$ cat src/rtl/fifo_word_packer_pkg.sv
// Shared constants and state encoding for the FIFO word packer.
// HEADER_BYTES is the block-header size the packer is normally built for.
package fifo_word_packer_pkg;

   localparam int HEADER_BYTES           = 80;
   localparam int DEFAULT_TIMEOUT_CYCLES = 1024;

   typedef enum logic {
      ST_FILL = 1'b0,
      ST_HOLD = 1'b1
   } state_e;

endpackage

$ cat src/rtl/fifo_word_packer_if.sv
// Bundles the FIFO read port and the packed-word valid/ready output.
// The master modport is the packer; the slave modport is the surrounding FIFO and consumer.
interface fifo_word_packer_if
   import fifo_word_packer_pkg::*;
#(
   parameter int DATA_WIDTH     = 8,
   parameter int BYTES_PER_WORD = HEADER_BYTES,
   parameter int CNT_WIDTH      = 7
);
   logic                                 fifo_empty;
   logic                                 fifo_re;
   logic [DATA_WIDTH-1:0]                fifo_data;
   logic [DATA_WIDTH*BYTES_PER_WORD-1:0] word_data;
   logic                                 word_valid;
   logic                                 word_ready;
   logic [CNT_WIDTH-1:0]                 fill_level;
   logic                                 drop_pulse;

   modport master (
      input  fifo_empty, fifo_data, word_ready,
      output fifo_re, word_data, word_valid, fill_level, drop_pulse
   );

   modport slave (
      output fifo_empty, fifo_data, word_ready,
      input  fifo_re, word_data, word_valid, fill_level, drop_pulse
   );
endinterface

$ cat src/rtl/fifo_word_packer.sv
// Pops BYTES_PER_WORD FIFO entries and packs them MSB-first into one word on a valid/ready output.
// Define PACKER_TIMEOUT_EN to discard a partial word after TIMEOUT_CYCLES idle cycles.
module fifo_word_packer
   import fifo_word_packer_pkg::*;
#(
   parameter int DATA_WIDTH     = 8,
   parameter int BYTES_PER_WORD = HEADER_BYTES,
   parameter int CNT_WIDTH      = 7,
   parameter int TIMEOUT_CYCLES = DEFAULT_TIMEOUT_CYCLES
) (
   input logic                clk,
   input logic                rst,
   fifo_word_packer_if.master bus
);
   localparam int                   W    = DATA_WIDTH * BYTES_PER_WORD;
   localparam logic [CNT_WIDTH-1:0] FULL = CNT_WIDTH'(BYTES_PER_WORD);
   localparam logic [CNT_WIDTH-1:0] LAST = CNT_WIDTH'(BYTES_PER_WORD - 1);

   if (BYTES_PER_WORD < 2 || (64'd1 << CNT_WIDTH) <= 64'(BYTES_PER_WORD) || TIMEOUT_CYCLES < 1)
   begin : g_bad_params
      $error("fifo_word_packer: illegal parameter combination");
   end

   state_e               state_q, state_d;
   logic [CNT_WIDTH-1:0] req_cnt_q, req_cnt_d;
   logic [CNT_WIDTH-1:0] fill_q, fill_d;
   logic                 rd_pend_q, rd_pend_d;
   logic                 valid_q, valid_d;
   logic [W-1:0]         word_q, word_d;
   logic                 timeout_hit;
   logic                 pop;

`ifdef PACKER_TIMEOUT_EN
   localparam int                    IDLE_WIDTH = $clog2(TIMEOUT_CYCLES + 1);
   localparam logic [IDLE_WIDTH-1:0] IDLE_LIMIT = IDLE_WIDTH'(TIMEOUT_CYCLES);

   logic [IDLE_WIDTH-1:0] idle_q, idle_d;
   logic                  partial;

   assign partial     = (state_q == ST_FILL) && (fill_q != '0) && (fill_q < FULL);
   assign timeout_hit = partial && !rd_pend_q && (idle_q == IDLE_LIMIT);

   always_comb begin
      idle_d = idle_q;
      if (!partial || rd_pend_q || timeout_hit) begin
         idle_d = '0;
      end else begin
         idle_d = idle_q + 1'b1;
      end
   end

   always_ff @(posedge clk) begin
      if (rst) begin
         idle_q <= '0;
      end else begin
         idle_q <= idle_d;
      end
   end
`else
   assign timeout_hit = 1'b0;
`endif

   // Pop decision uses registered state only, so fifo_data never feeds back into fifo_re.
   assign pop = (state_q == ST_FILL) && !bus.fifo_empty && (req_cnt_q < FULL) && !timeout_hit;

   always_comb begin
      state_d   = state_q;
      req_cnt_d = req_cnt_q;
      rd_pend_d = pop;
      fill_d    = fill_q;
      valid_d   = valid_q;
      word_d    = word_q;

      if (pop) begin
         req_cnt_d = req_cnt_q + 1'b1;
      end

      case (state_q)
         ST_FILL: begin
            if (rd_pend_q) begin
               for (int i = 0; i < BYTES_PER_WORD; i++) begin
                  if (fill_q == CNT_WIDTH'(i)) begin
                     word_d[W-1-i*DATA_WIDTH -: DATA_WIDTH] = bus.fifo_data;
                  end
               end
               fill_d = fill_q + 1'b1;
               if (fill_q == LAST) begin
                  valid_d = 1'b1;
                  state_d = ST_HOLD;
               end
            end else if (timeout_hit) begin
               fill_d    = '0;
               req_cnt_d = '0;
               word_d    = '0;
            end
         end
         ST_HOLD: begin
            if (valid_q && bus.word_ready) begin
               valid_d   = 1'b0;
               fill_d    = '0;
               req_cnt_d = '0;
               state_d   = ST_FILL;
            end
         end
         default: begin
            state_d = ST_FILL;
         end
      endcase
   end

   // A pop issued during reset leaves rd_pend clear, so its data is never captured.
   always_ff @(posedge clk) begin
      if (rst) begin
         state_q   <= ST_FILL;
         req_cnt_q <= '0;
         fill_q    <= '0;
         rd_pend_q <= 1'b0;
         valid_q   <= 1'b0;
         word_q    <= '0;
      end else begin
         state_q   <= state_d;
         req_cnt_q <= req_cnt_d;
         fill_q    <= fill_d;
         rd_pend_q <= rd_pend_d;
         valid_q   <= valid_d;
         word_q    <= word_d;
      end
   end

   assign bus.fifo_re    = pop;
   assign bus.word_data  = word_q;
   assign bus.word_valid = valid_q;
   assign bus.fill_level = fill_q;
   assign bus.drop_pulse = timeout_hit;

endmodule

$ cat src/flat_wrapper.sv
// flat-port wrapper written by rule: the top's interface ports become plain ports
module fifo_word_packer_flat import fifo_word_packer_pkg::*;
#(
   parameter int DATA_WIDTH     = 8,
   parameter int BYTES_PER_WORD = HEADER_BYTES,
   parameter int CNT_WIDTH      = 7,
   parameter int TIMEOUT_CYCLES = DEFAULT_TIMEOUT_CYCLES
)
  (clk, rst, bus_fifo_empty, bus_fifo_data, bus_word_ready, bus_fifo_re, bus_word_data, bus_word_valid, bus_fill_level, bus_drop_pulse);
  fifo_word_packer_if #(.DATA_WIDTH(DATA_WIDTH), .BYTES_PER_WORD(BYTES_PER_WORD), .CNT_WIDTH(CNT_WIDTH)) bus_i ();
  input logic clk;
  input logic rst;
  input wire logic [$bits(bus_i.fifo_empty)-1:0] bus_fifo_empty;
  input wire logic [$bits(bus_i.fifo_data)-1:0] bus_fifo_data;
  input wire logic [$bits(bus_i.word_ready)-1:0] bus_word_ready;
  output wire logic [$bits(bus_i.fifo_re)-1:0] bus_fifo_re;
  output wire logic [$bits(bus_i.word_data)-1:0] bus_word_data;
  output wire logic [$bits(bus_i.word_valid)-1:0] bus_word_valid;
  output wire logic [$bits(bus_i.fill_level)-1:0] bus_fill_level;
  output wire logic [$bits(bus_i.drop_pulse)-1:0] bus_drop_pulse;
  assign bus_i.fifo_empty = bus_fifo_empty;
  assign bus_i.fifo_data = bus_fifo_data;
  assign bus_i.word_ready = bus_word_ready;
  assign bus_fifo_re = bus_i.fifo_re;
  assign bus_word_data = bus_i.word_data;
  assign bus_word_valid = bus_i.word_valid;
  assign bus_fill_level = bus_i.fill_level;
  assign bus_drop_pulse = bus_i.drop_pulse;
  fifo_word_packer #(.DATA_WIDTH(DATA_WIDTH), .BYTES_PER_WORD(BYTES_PER_WORD), .CNT_WIDTH(CNT_WIDTH), .TIMEOUT_CYCLES(TIMEOUT_CYCLES)) u_core (.clk(clk), .rst(rst), .bus(bus_i));
endmodule
$ cat config.mk
export PLATFORM = sky130hd
export DESIGN_NAME = fifo_word_packer_flat
export DESIGN_NICKNAME = d
export VERILOG_FILES = /design/src/rtl/fifo_word_packer_pkg.sv /design/src/rtl/fifo_word_packer_if.sv /design/src/rtl/fifo_word_packer.sv /design/src/flat_wrapper.sv
export SDC_FILE = /design/constraint.sdc
export NUM_CORES = 1
export LEC_CHECK = 0
export ABC_AREA = 1
export ABC_CLOCK_PERIOD_IN_PS = 2100
export CAP_MARGIN = 20
export CORE_AREA = 2 2 259 261
export DETAILED_ROUTE_END_ITERATION = 10
export DIE_AREA = 0 0 261 263
export GPL_TIMING_DRIVEN = 0
export PLACE_DENSITY = 0.67
export SLEW_MARGIN = 20
export SYNTH_ARGS = -nofsm -noshare
export SYNTH_HDL_FRONTEND = slang
export SYNTH_SLANG_ARGS = --single-unit
$ cat constraint.sdc
create_clock -name clk -period 2.1 [get_ports clk]
set_clock_uncertainty 0.05 [all_clocks]
set_input_delay 0.42 -clock clk [delete_from_list [all_inputs] [get_ports clk]]
set_output_delay 0.42 -clock clk [all_outputs]
set_load 0.05 [all_outputs]
==> results of run 1 <==
[critical path, cell delays in order (launching register included)]
cell and delay (ns):
dfxtp_1 0.37, nor2_2 0.24, nand2_2 0.14, inv_2 0.13, buf_6 0.18
[final cells by class]
cell class | count | area, µm² | area share, %
Tap cell | 864 | 1081 | 3.006
Buffer | 287 | 1394 | 3.876
Clock inverter | 20 | 225.2 | 0.6263
Inverter | 118 | 454.2 | 1.263
Multi-Input combinational cell | 2646 | 11470 | 31.90
Antenna cell | 3 | 7.507 | 0.02088
Clock buffer | 109 | 2203 | 6.127
Sequential cell | 657 | 13160 | 36.58
Timing Repair Buffer | 672 | 5968 | 16.60
[placed cells by master, fill, tap and decap left out, types with 4 or more instances in the layout]
master | Yosys | final
a21oi_1 | 229 | 229
buf_1 | 23 | 10
buf_12 | 0 | 4
buf_2 | 122 | 100
buf_4 | 2 | 19
buf_6 | 0 | 9
bufinv_16 | 0 | 4
clkbuf_1 | 141 | 123
clkbuf_16 | 0 | 74
clkbuf_2 | 0 | 39
clkbuf_4 | 0 | 12
clkbuf_8 | 0 | 22
clkdlybuf4s15_1 | 0 | 5
clkdlybuf4s15_2 | 0 | 14
clkdlybuf4s50_1 | 0 | 11
clkinv_1 | 10 | 9
clkinv_2 | 0 | 11
dfxtp_1 | 657 | 655
dlygate4sd2_1 | 0 | 625
ha_2 | 0 | 4
inv_1 | 96 | 87
inv_2 | 12 | 19
nand2_1 | 643 | 635
nand2_2 | 4 | 9
nand3_1 | 509 | 509
nor2_1 | 1098 | 1068
nor2_2 | 28 | 27
nor2_4 | 2 | 33
o21ai_0 | 120 | 117
[flip-flops by register name, indices dropped and copies added, names as in the netlist]
name and cells:
u_core.req_cnt_q 7, u_core.state_q 1, u_core.bus.word_data 640, u_core.rd_pend_q 1, u_core.bus.word_valid 1, u_core.bus.fill_level 7
[timing repair]
action,4_1_cts,5_1_grt
buffers inserted,4,8
pin swaps,2,5
endpoints found under the setup margin,1203,558
gates resized for setup,781,116
[cell families after synthesis]
group	after synthesis	synth area share [%]
and+or+nand+nor	2290	35.95
DFF	657	50.57
buffers and inverters	406	6.476
AOI/OAI and AO/OA	349	6.716
adders and majority gates	5	0.2405
xor gates and xnor gates	1	0.03368
other	1	0.01442
[final timing paths]
check / endpoint / slack, ns
setup / recovery: bus_fifo_re / -0.02
hold / removal: u_core.bus.word_data[438]$_SDFFE_PP0P_ / 0.41
setup reg to reg: u_core.bus.word_data[177]$_SDFFE_PP0P_ / 0.02
hold reg to reg: u_core.bus.word_data[438]$_SDFFE_PP0P_ / 0.41
[power by group through the flow]
stage                     registers (mW)  logic (mW)  clock network [mW]
final                               12.5        1.29                13.1
after global routing                12.5        1.38                13.7
after CTS                           12.5        1.26                13.1
after detailed placement            12.8        1.26                   0
after global placement              12.8        1.26                   0
after floorplan                     12.9       0.683                   0
[metal layers]
metal	wire length, µm	global-route usage (%)	vias up
met4	5775	15.33	0
met2	52300	51.76	1211
met3	10620	7.924	240
li1	-	-	13280
met1	46070	40.55	12920
met5	0	0	-
[stage by stage]
stage / setup slack, ns / setup TNS (ns) / power, mW / instance area [µm²] / hold slack, ns
2_1_floorplan: 0.08333 / 0 / 13.54 / 26010 / 0.3765
3_3_place_gp: -0.9589 / -300.43 / 14.04 / 33690 / 0.3876
3_5_place_dp: -0.9018 / -306.78 / 14.04 / 33690 / 0.3949
4_1_cts: -0.04001 / -0.05646 / 26.90 / 35630 / 0.4158
5_1_grt: -0.1370 / -3.851 / 27.54 / 35960 / 0.4379
6_report: -0.01617 / -0.01617 / 26.90 / 35960 / 0.4138
==> flow_summary.toml, run 1 <==
[cts]
cts_tree = "built"
root_buffer = "clkbuf_16"
clock-sinks = 657
h-tree-depth = 3
clk_path_buf_depth = 3
numCtsBuffers = 72
hold_buffers = 0
cts.reportedPaths.clkPinSlew_ns = 0.06
clock_latency_ns = 0.61

[floorplan]
pin_count = 662
initial_core_util_pct = 39.63
core_area_mm2 = 0.06563
fp-row-count = 94
die_h_um = 263
chipWidth_um = 261
dieArea_mm2 = 0.06864

[global_route]
grt_pass1_vias = 25000
gr-usage-all-layers_pct = 32.27
antenna_found_initial = 2
grt-ovfl-total = 0
grt_max_degree = 14
grt_pass1_wl_um = 165600

[sta]
finalCritPeriodShare_pct = 100.8
maxSlewViolCount = 0
finalSetupViolCount = 1
hold_violations = 0
rsz0062_at_grt = "true"
slew_headroom_pct = 40.86
period_needed_ns = 2.116
fmaxAchievable_ghz = 0.4726
worst_slew_pin_slew_ns = 0.8870
worst_slack_ns = -0.01617

[worst_setup_path]
worstSetupEndpointType = "output port"
cp.required_ns = 1.63
r2r-start = "u_core.rd_pend_q$_SDFF_PP0_"
cp-startpoint = "u_core.state_q$_SDFF_PP0_"
path_class = "register to output port"
arrival_ns = 1.65
cp_max_fo = 6
critPathLaunchType = "register"
rr_worst_depth = 7

[placement]
dpl.hpwl_um = 84360
placed_cells = 5233
place.gp.congestion = 0.8911
portBuffers = 660

[drt]
routed_via_density = 5.142
wl_per_cell_um = 21.35
route.detailed.drc = 0
wl_um = 114800
drt_first_pass_iters = 6
drt_iter0_drc = 2217
drtAntennaViolNets = 0
vias = 27640

[cells_and_area]
fin_cells = 5376
final_core_util_pct = 54.79
syn_to_final_growth_pct = 38.27
drive_gt1_share_pct = 9.248
fillerInstances = 6718
nets = 4471

[run]
maxCapViolations = 0

[synth]
ys_seq_area_share_pct = 50.57
yosysUniqueCellTypes = 23
synth_top_cells_by_count = "nor2_1 (1098), dfxtp_1 (657), nand2_1 (643), nand3_1 (509), a21oi_1 (229)"
synthArstFlopShare_pct = 0
synth_nets = 3726
synth_flop_cell = "dfxtp_1"
syn_inst = 3709
avgSynthCellArea_um2 = 7.012
yosysTopAreaCell = "dfxtp_1"
syn_area_mm2 = 0.02601
ys_seq_elements = 657
yosys-top-cells-area = "dfxtp_1 (51%), nor2_1 (16%), nand3_1 (9.8%)"
yosys_warnings = 0
synth_most_common_cell = "nor2_1"
yosys.area.top_type_share_pct = 50.57
synth_edf_count = 0

[power]
p_clk_share_pct = 48.7
power.share.switching_pct = 23.72
peakVddDrop_uv = 550.9
p_switching_mw = 6.379
seqPwrFrac_pct = 46.5
cellPowerDensity_mw_per_mm2 = 747.9
p_comb_share_pct = 4.8
p_int_mw = 20.52
leakage_nw = 17.59

[outcome]
violations = "setup timing"
status = "complete, but fails checks"

[hold_path]
worstHoldStart = "u_core.bus.word_data[438]$_SDFFE_PP0P_"
hold_class = "register to register"
worstHoldPathCells = 2
Power figures use the tool's default switching activity.
==> inputs of run 2 (changes only) <==
--- a/config.mk
+++ b/config.mk
@@ -8,11 +8,11 @@
 export ABC_AREA = 1
 export ABC_CLOCK_PERIOD_IN_PS = 2100
 export CAP_MARGIN = 20
-export CORE_AREA = 2 2 259 261
+export CORE_AREA = 2 2 255 257
 export DETAILED_ROUTE_END_ITERATION = 10
-export DIE_AREA = 0 0 261 263
+export DIE_AREA = 0 0 257 259
 export GPL_TIMING_DRIVEN = 0
-export PLACE_DENSITY = 0.67
+export PLACE_DENSITY = 0.68
 export SLEW_MARGIN = 20
 export SYNTH_ARGS = -nofsm -noshare
 export SYNTH_HDL_FRONTEND = slang
==> flow_summary.toml, run 2 (same netlist as run 1, synthesis figures left out) <==
[outcome]
status = "complete, but fails checks"
violations = "setup timing"

[run]
maxCapViolations = 0

[cells_and_area]
multi_input_area_mm2 = 0.01151
fin_cells = 5370
final_common_cell = "nor2_1"
mostFrequentLayoutCells = "nor2_1 (1069), dfxtp_1 (654), nand2_1 (631)"
nets = 4476
fillerInstances = 6480
largest_reg_flops = 640
drive_gt1_share_pct = 9.063
syn_to_final_growth_pct = 38.24
ff_latch_area_mm2 = 0.01316

[sta]
fin_tns_setup_ns = -1.136
worst_slew_pin_slew_ns = 0.8473
maxSlewViolCount = 0
hold_violations = 0
slew_headroom_pct = 43.51
finalSetupViolCount = 24
period_needed_ns = 2.211
finalCritPeriodShare_pct = 105.3
worst_slack_ns = -0.1114
rsz0062_at_grt = "true"
fmaxAchievable_ghz = 0.4522

[power]
cellPowerDensity_mw_per_mm2 = 743.4
peakVddDrop_uv = 526.5
leakage_nw = 17.56

[global_route]
grt_pass1_vias = 25980
gr-usage-all-layers_pct = 33.28
top_usage_layer = "met2"
met1_usage_pct = 40.84
antenna_found_initial = 4
grt_use_met2_pct = 54.84
grt-ovfl-total = 0
grt_pass1_wl_um = 167200
grt_max_degree = 14
use_met3_pct = 8.202

[drt]
route.detailed.drc = 0
routed_via_density = 5.162
wl_um = 114800
drt_first_pass_iters = 6
wl_per_cell_um = 21.38
vias = 27720
drt_iter0_drc = 2411
drtAntennaViolNets = 0

[cts]
clk_path_buf_depth = 3
clock-sinks = 657
cts.reportedPaths.clkPinSlew_ns = 0.06
cts_tree = "built"
hold_buffers = 0
h-tree-depth = 3
numCtsBuffers = 72
root_buffer = "clkbuf_16"
clock_latency_ns = 0.61

[worst_setup_path]
cp_max_fo = 10
cp.required_ns = 2.60
critPathLaunchType = "register"
rr_worst_depth = 6
r2r-start = "u_core.state_q$_SDFF_PP0_"
worstSetupEndpointType = "register"
rrSetupSlack_ns = -0.11
reg2reg_to = "u_core.bus.word_data[63]$_SDFFE_PP0P_"
arrival_ns = 2.71
path_class = "register to register"

[floorplan]
initial_core_util_pct = 40.71
dieArea_mm2 = 0.06656
die_h_um = 259
chipWidth_um = 257
core_area_mm2 = 0.06388
pin_count = 662
fp-row-count = 93

[placement]
dpl.hpwl_um = 84210
place.gp.congestion = 0.9141
dp_slack_ns = -0.7604
placed_cells = 5224
portBuffers = 660

[hold_path]
worstHoldStart = "u_core.bus.word_data[558]$_SDFFE_PP0P_"
whs_endpoint = "u_core.bus.word_data[558]$_SDFFE_PP0P_"
worstHoldPathCells = 2
hold_class = "register to register"
[run 2: cell types whose count changed in the layout (fill, tap and decap cells not counted), moves of 3 or more]
| cell | previous run | this run |
|---|---|---|
| buf_12 | 4 | 7 |
| buf_4 | 19 | 25 |
| buf_6 | 9 | 5 |
| clkbuf_1 | 123 | 132 |
| clkdlybuf4s15_2 | 14 | 8 |
| clkinv_2 | 11 | 6 |
| dlygate4sd2_1 | 625 | 629 |
| nand2_1 | 635 | 631 |
| nand2_2 | 9 | 13 |
| nor2_2 | 27 | 20 |
| nor2_4 | 33 | 39 |
[run 2: power by group]
group | internal (mW) | total (mW) | switching [mW] | leakage, nW
Clock | 7.55 | 12.9 | 5.38 | 1.16
Combinational | 0.286 | 1.29 | 1.00 | 11.1
Sequential | 12.5 | 12.5 | 0.0224 | 5.29
Total | 20.3 | 26.7 | 6.41 | 17.6
[run 2: worst max-delay path by stage]
stage                                               start                                      to  slack [ns]  cells past startpoint
floorplan           u_core.bus.fill_level[0]$_SDFFE_PP0P_  u_core.bus.word_data[192]$_SDFFE_PP0P_        0.08                      7
global placement                                      rst  u_core.bus.word_data[247]$_SDFFE_PP0P_       -0.80                      6
detailed placement                                    rst  u_core.bus.word_data[247]$_SDFFE_PP0P_       -0.76                      6
CTS                             u_core.state_q$_SDFF_PP0_                             bus_fifo_re       -0.07                      4
global route                  u_core.rd_pend_q$_SDFF_PP0_   u_core.bus.word_data[62]$_SDFFE_PP0P_       -0.16                      7
finish                          u_core.state_q$_SDFF_PP0_   u_core.bus.word_data[63]$_SDFFE_PP0P_       -0.11                      6
[run 2: critical path: stages (launching register included)]
cell and delay [ns]:
dfxtp_1 0.39, nor2_2 0.43, buf_2 0.35, nand2_1 0.27, nor2_2 0.47, nor2_1 0.08
nor2_1 0.11
[run 2: layout make-up]
type,count,share of cell area (%)
diodes,2,0.01392
plain buffers,287,3.807
clock buffers,110,5.965
clock inverters,18,0.6264
inverters,118,1.256
multi-input cells,2646,32.00
flip-flops and latches,657,36.59
well taps,855,2.975
repair buffers,677,16.76
[run 2: metal layers]
metal	part of all wire [%]	wire, µm
met2	46	52840
met1	40	46030
met5	0	0
met3	8.8	10150
met4	5.0	5771
[run 2: what timing repair did]
| action | 4_1_cts | 5_1_grt |
|---|---|---|
| setup buffers | 6 | 11 |
| pin swaps | 2 | 9 |
| setup endpoints to repair | 1177 | 566 |
| gates resized for setup | 741 | 139 |
[run 2: metrics by stage]
step                hold slack, ns  area [µm²]  total power [mW]  utilization, %
CTS                         0.4128       35530             26.73           55.62
floorplan                   0.3765       26010             13.54               -
global route                0.4293       35950             27.38           56.28
finish                      0.4103       35950             26.73           56.28
detailed placement          0.3900       33690             14.04           52.73
global placement            0.3867       33680             14.04           52.73
==> inputs of run 3 (changes only) <==
--- a/config.mk
+++ b/config.mk
@@ -5,7 +5,6 @@
 export SDC_FILE = /design/constraint.sdc
 export NUM_CORES = 1
 export LEC_CHECK = 0
-export ABC_AREA = 1
 export ABC_CLOCK_PERIOD_IN_PS = 2100
 export CAP_MARGIN = 20
 export CORE_AREA = 2 2 255 257
==> flow_summary.toml, run 3 <==
[outcome]
status = "complete, but fails checks"
violations = "setup timing"

[cells_and_area]
syn_to_final_growth_pct = 39.41
drive_gt1_share_pct = 10.98
ff_latch_area_mm2 = 0.01318
multi_input_area_mm2 = 0.01136
final_common_cell = "dfxtp_1"
nets = 3732
final_core_util_pct = 56.45
fillerInstances = 6114
largest_reg_flops = 640
mostFrequentLayoutCells = "dfxtp_1 (647), dlygate4sd2_1 (625), nand3_1 (492)"

[power]
leakage_nw = 16.21
power.share.switching_pct = 24.05
cellPowerDensity_mw_per_mm2 = 745.9
p_switching_mw = 6.470
power_mw = 26.90
p_comb_share_pct = 4.6
peakVddDrop_uv = 671.1
p_int_mw = 20.43
p_clk_share_pct = 49.0
seqPwrFrac_pct = 46.4

[synth]
yosys.area.top_type_share_pct = 50.85
avgSynthCellArea_um2 = 8.757
yosys-top-cells-area = "dfxtp_1 (51%), a21oi_1 (9.5%), nand3_1 (9.5%)"
ys_seq_area_share_pct = 50.85
synthArstFlopShare_pct = 0
yosysTopAreaCell = "dfxtp_1"
yosysUniqueCellTypes = 43
yosys_warnings = 0
synth_edf_count = 0
ys_seq_elements = 657
synth_top_cells_by_count = "dfxtp_1 (657), a21oi_1 (492), nand3_1 (492), o21ai_0 (445), clkbuf_1 (255)"
synth_nets = 2971
syn_area_mm2 = 0.02587
synth_flop_cell = "dfxtp_1"
syn_inst = 2954
synth_most_common_cell = "dfxtp_1"

[worst_setup_path]
setup.worst_path.end = "bus_fifo_re"
worstSetupEndpointType = "output port"
r2r-start = "u_core.bus.fill_level[4]$_SDFFE_PP0P_"
arrival_ns = 1.68
path_class = "register to output port"
cp_max_fo = 10
rr_worst_depth = 5
cp-startpoint = "u_core.state_q$_SDFF_PP0_"
cp.required_ns = 1.63
rrSetupSlack_ns = 0.05
critPathLaunchType = "register"
reg2reg_to = "u_core.bus.word_data[43]$_SDFFE_PP0P_"

[cts]
clock-sinks = 657
cts.reportedPaths.clkPinSlew_ns = 0.06
root_buffer = "clkbuf_16"
numCtsBuffers = 73
clock_latency_ns = 0.61
h-tree-depth = 3
clk_path_buf_depth = 3
cts_tree = "built"

[sta]
fmaxAchievable_ghz = 0.4648
finalSetupViolCount = 1
rsz0062_at_grt = "true"
fin_tns_setup_ns = -0.05129
slew_headroom_pct = 17.17
worst_slack_ns = -0.05129
period_needed_ns = 2.151
finalCritPeriodShare_pct = 102.4
hold_violations = 0
worst_slew_pin_slew_ns = 1.242
maxSlewViolCount = 0

[drt]
route.detailed.drc = 0
met3_length_um = 11030
drt_first_pass_iters = 6
routed_via_density = 5.724
vias = 26490
drtAntennaViolNets = 0
wl_um = 119000
drt_iter0_drc = 2533
wl_per_cell_um = 25.72
met2_length_um = 54670
maxUsedRoutingLayer = "met5"
wl_met1_um = 46700

[hold_path]
hold_class = "input pin to register"

[global_route]
antenna_found_initial = 2
grt-ovfl-total = 0
grt_pass1_wl_um = 170100
gr-usage-all-layers_pct = 34.10
grt_pass1_vias = 24850
grt_max_degree = 14

[floorplan]
chipWidth_um = 257
pin_count = 662
die_h_um = 259
initial_core_util_pct = 40.49
core_area_mm2 = 0.06388
dieArea_mm2 = 0.06656
fp-row-count = 93

[placement]
dp_slack_ns = -0.8093
place.gp.congestion = 0.9308
portBuffers = 651
dpl.hpwl_um = 86180

[run]
maxCapViolations = 0
-- run 3: critical path, stage by stage (launching register included) --
cell     delay, ns
dfxtp_2       0.36
buf_6         0.15
or2_4         0.28
nor2_4        0.11
buf_12        0.15
-- run 3: layer usage --
layer  up-vias  GRT usage, %
li1      11980             -
met2      1379         55.35
met5         -             0
met1     12830         41.36
met3       290         9.295
met4         2         17.89
-- run 3: through the flow --
stage / hold slack, ns / cells / cell area (µm²)
2_1_floorplan: 0.4018 / 2954 / 25870
3_3_place_gp: 0.4091 / 4460 / 33460
3_5_place_dp: 0.4095 / 4460 / 33460
4_1_cts: 0.3276 / 4614 / 35730
5_1_grt: 0.4158 / 4625 / 36060
6_report: 0.3786 / 4627 / 36060
-- run 3: worst min-delay path by stage --
| stage | endpoint | cells past startpoint | from |
|---|---|---|---|
| 2_1_floorplan | u_core.req_cnt_q[3]$_SDFF_PP0_ | 2 | u_core.req_cnt_q[3]$_SDFF_PP0_ |
| 3_3_place_gp | u_core.bus.word_data[5]$_SDFFE_PP0P_ | 2 | u_core.bus.word_data[5]$_SDFFE_PP0P_ |
| 3_5_place_dp | u_core.bus.word_data[324]$_SDFFE_PP0P_ | 2 | u_core.bus.word_data[324]$_SDFFE_PP0P_ |
| 4_1_cts | u_core.bus.fill_level[6]$_SDFFE_PP0P_ | 3 | rst |
| 5_1_grt | u_core.bus.fill_level[6]$_SDFFE_PP0P_ | 3 | rst |
| 6_report | u_core.bus.fill_level[6]$_SDFFE_PP0P_ | 3 | rst |
-- run 3: timing repair --
item,CTS,global route
pin swaps,6,3
gates resized for setup,816,130
buffers inserted,27,13
hold buffers,0,0
hold endpoints to repair,0,0
setup endpoints to repair,1288,505
-- run 3: kinds of logic after synthesis --
family / Yosys count / synth area share (%)
compound gates: 989 / 19.32
simple gates: 759 / 17.18
flops: 657 / 50.85
buf+inv: 383 / 6.211
mux: 160 / 6.191
fa+ha+maj: 5 / 0.2418
other cells: 1 / 0.01450
-- run 3: power by group through the flow --
stage / Clock, mW / Sequential [mW] / Combinational, mW
finish: 13.2 / 12.5 / 1.23
global route: 13.7 / 12.5 / 1.27
CTS: 13.3 / 12.5 / 1.18
detailed placement: 0 / 12.8 / 1.13
global placement: 0 / 12.8 / 1.13
floorplan: 0 / 12.8 / 0.568
-- run 3: layout make-up --
type,count,share of cell area [%]
diodes,2,0.01388
plain buffers,375,5.329
clock buffers,105,5.989
clock inverters,25,0.7911
inverters,3,0.03123
multi-input cells,1914,31.50
flip-flops and latches,657,36.56
well taps,855,2.967
repair buffers,691,16.82
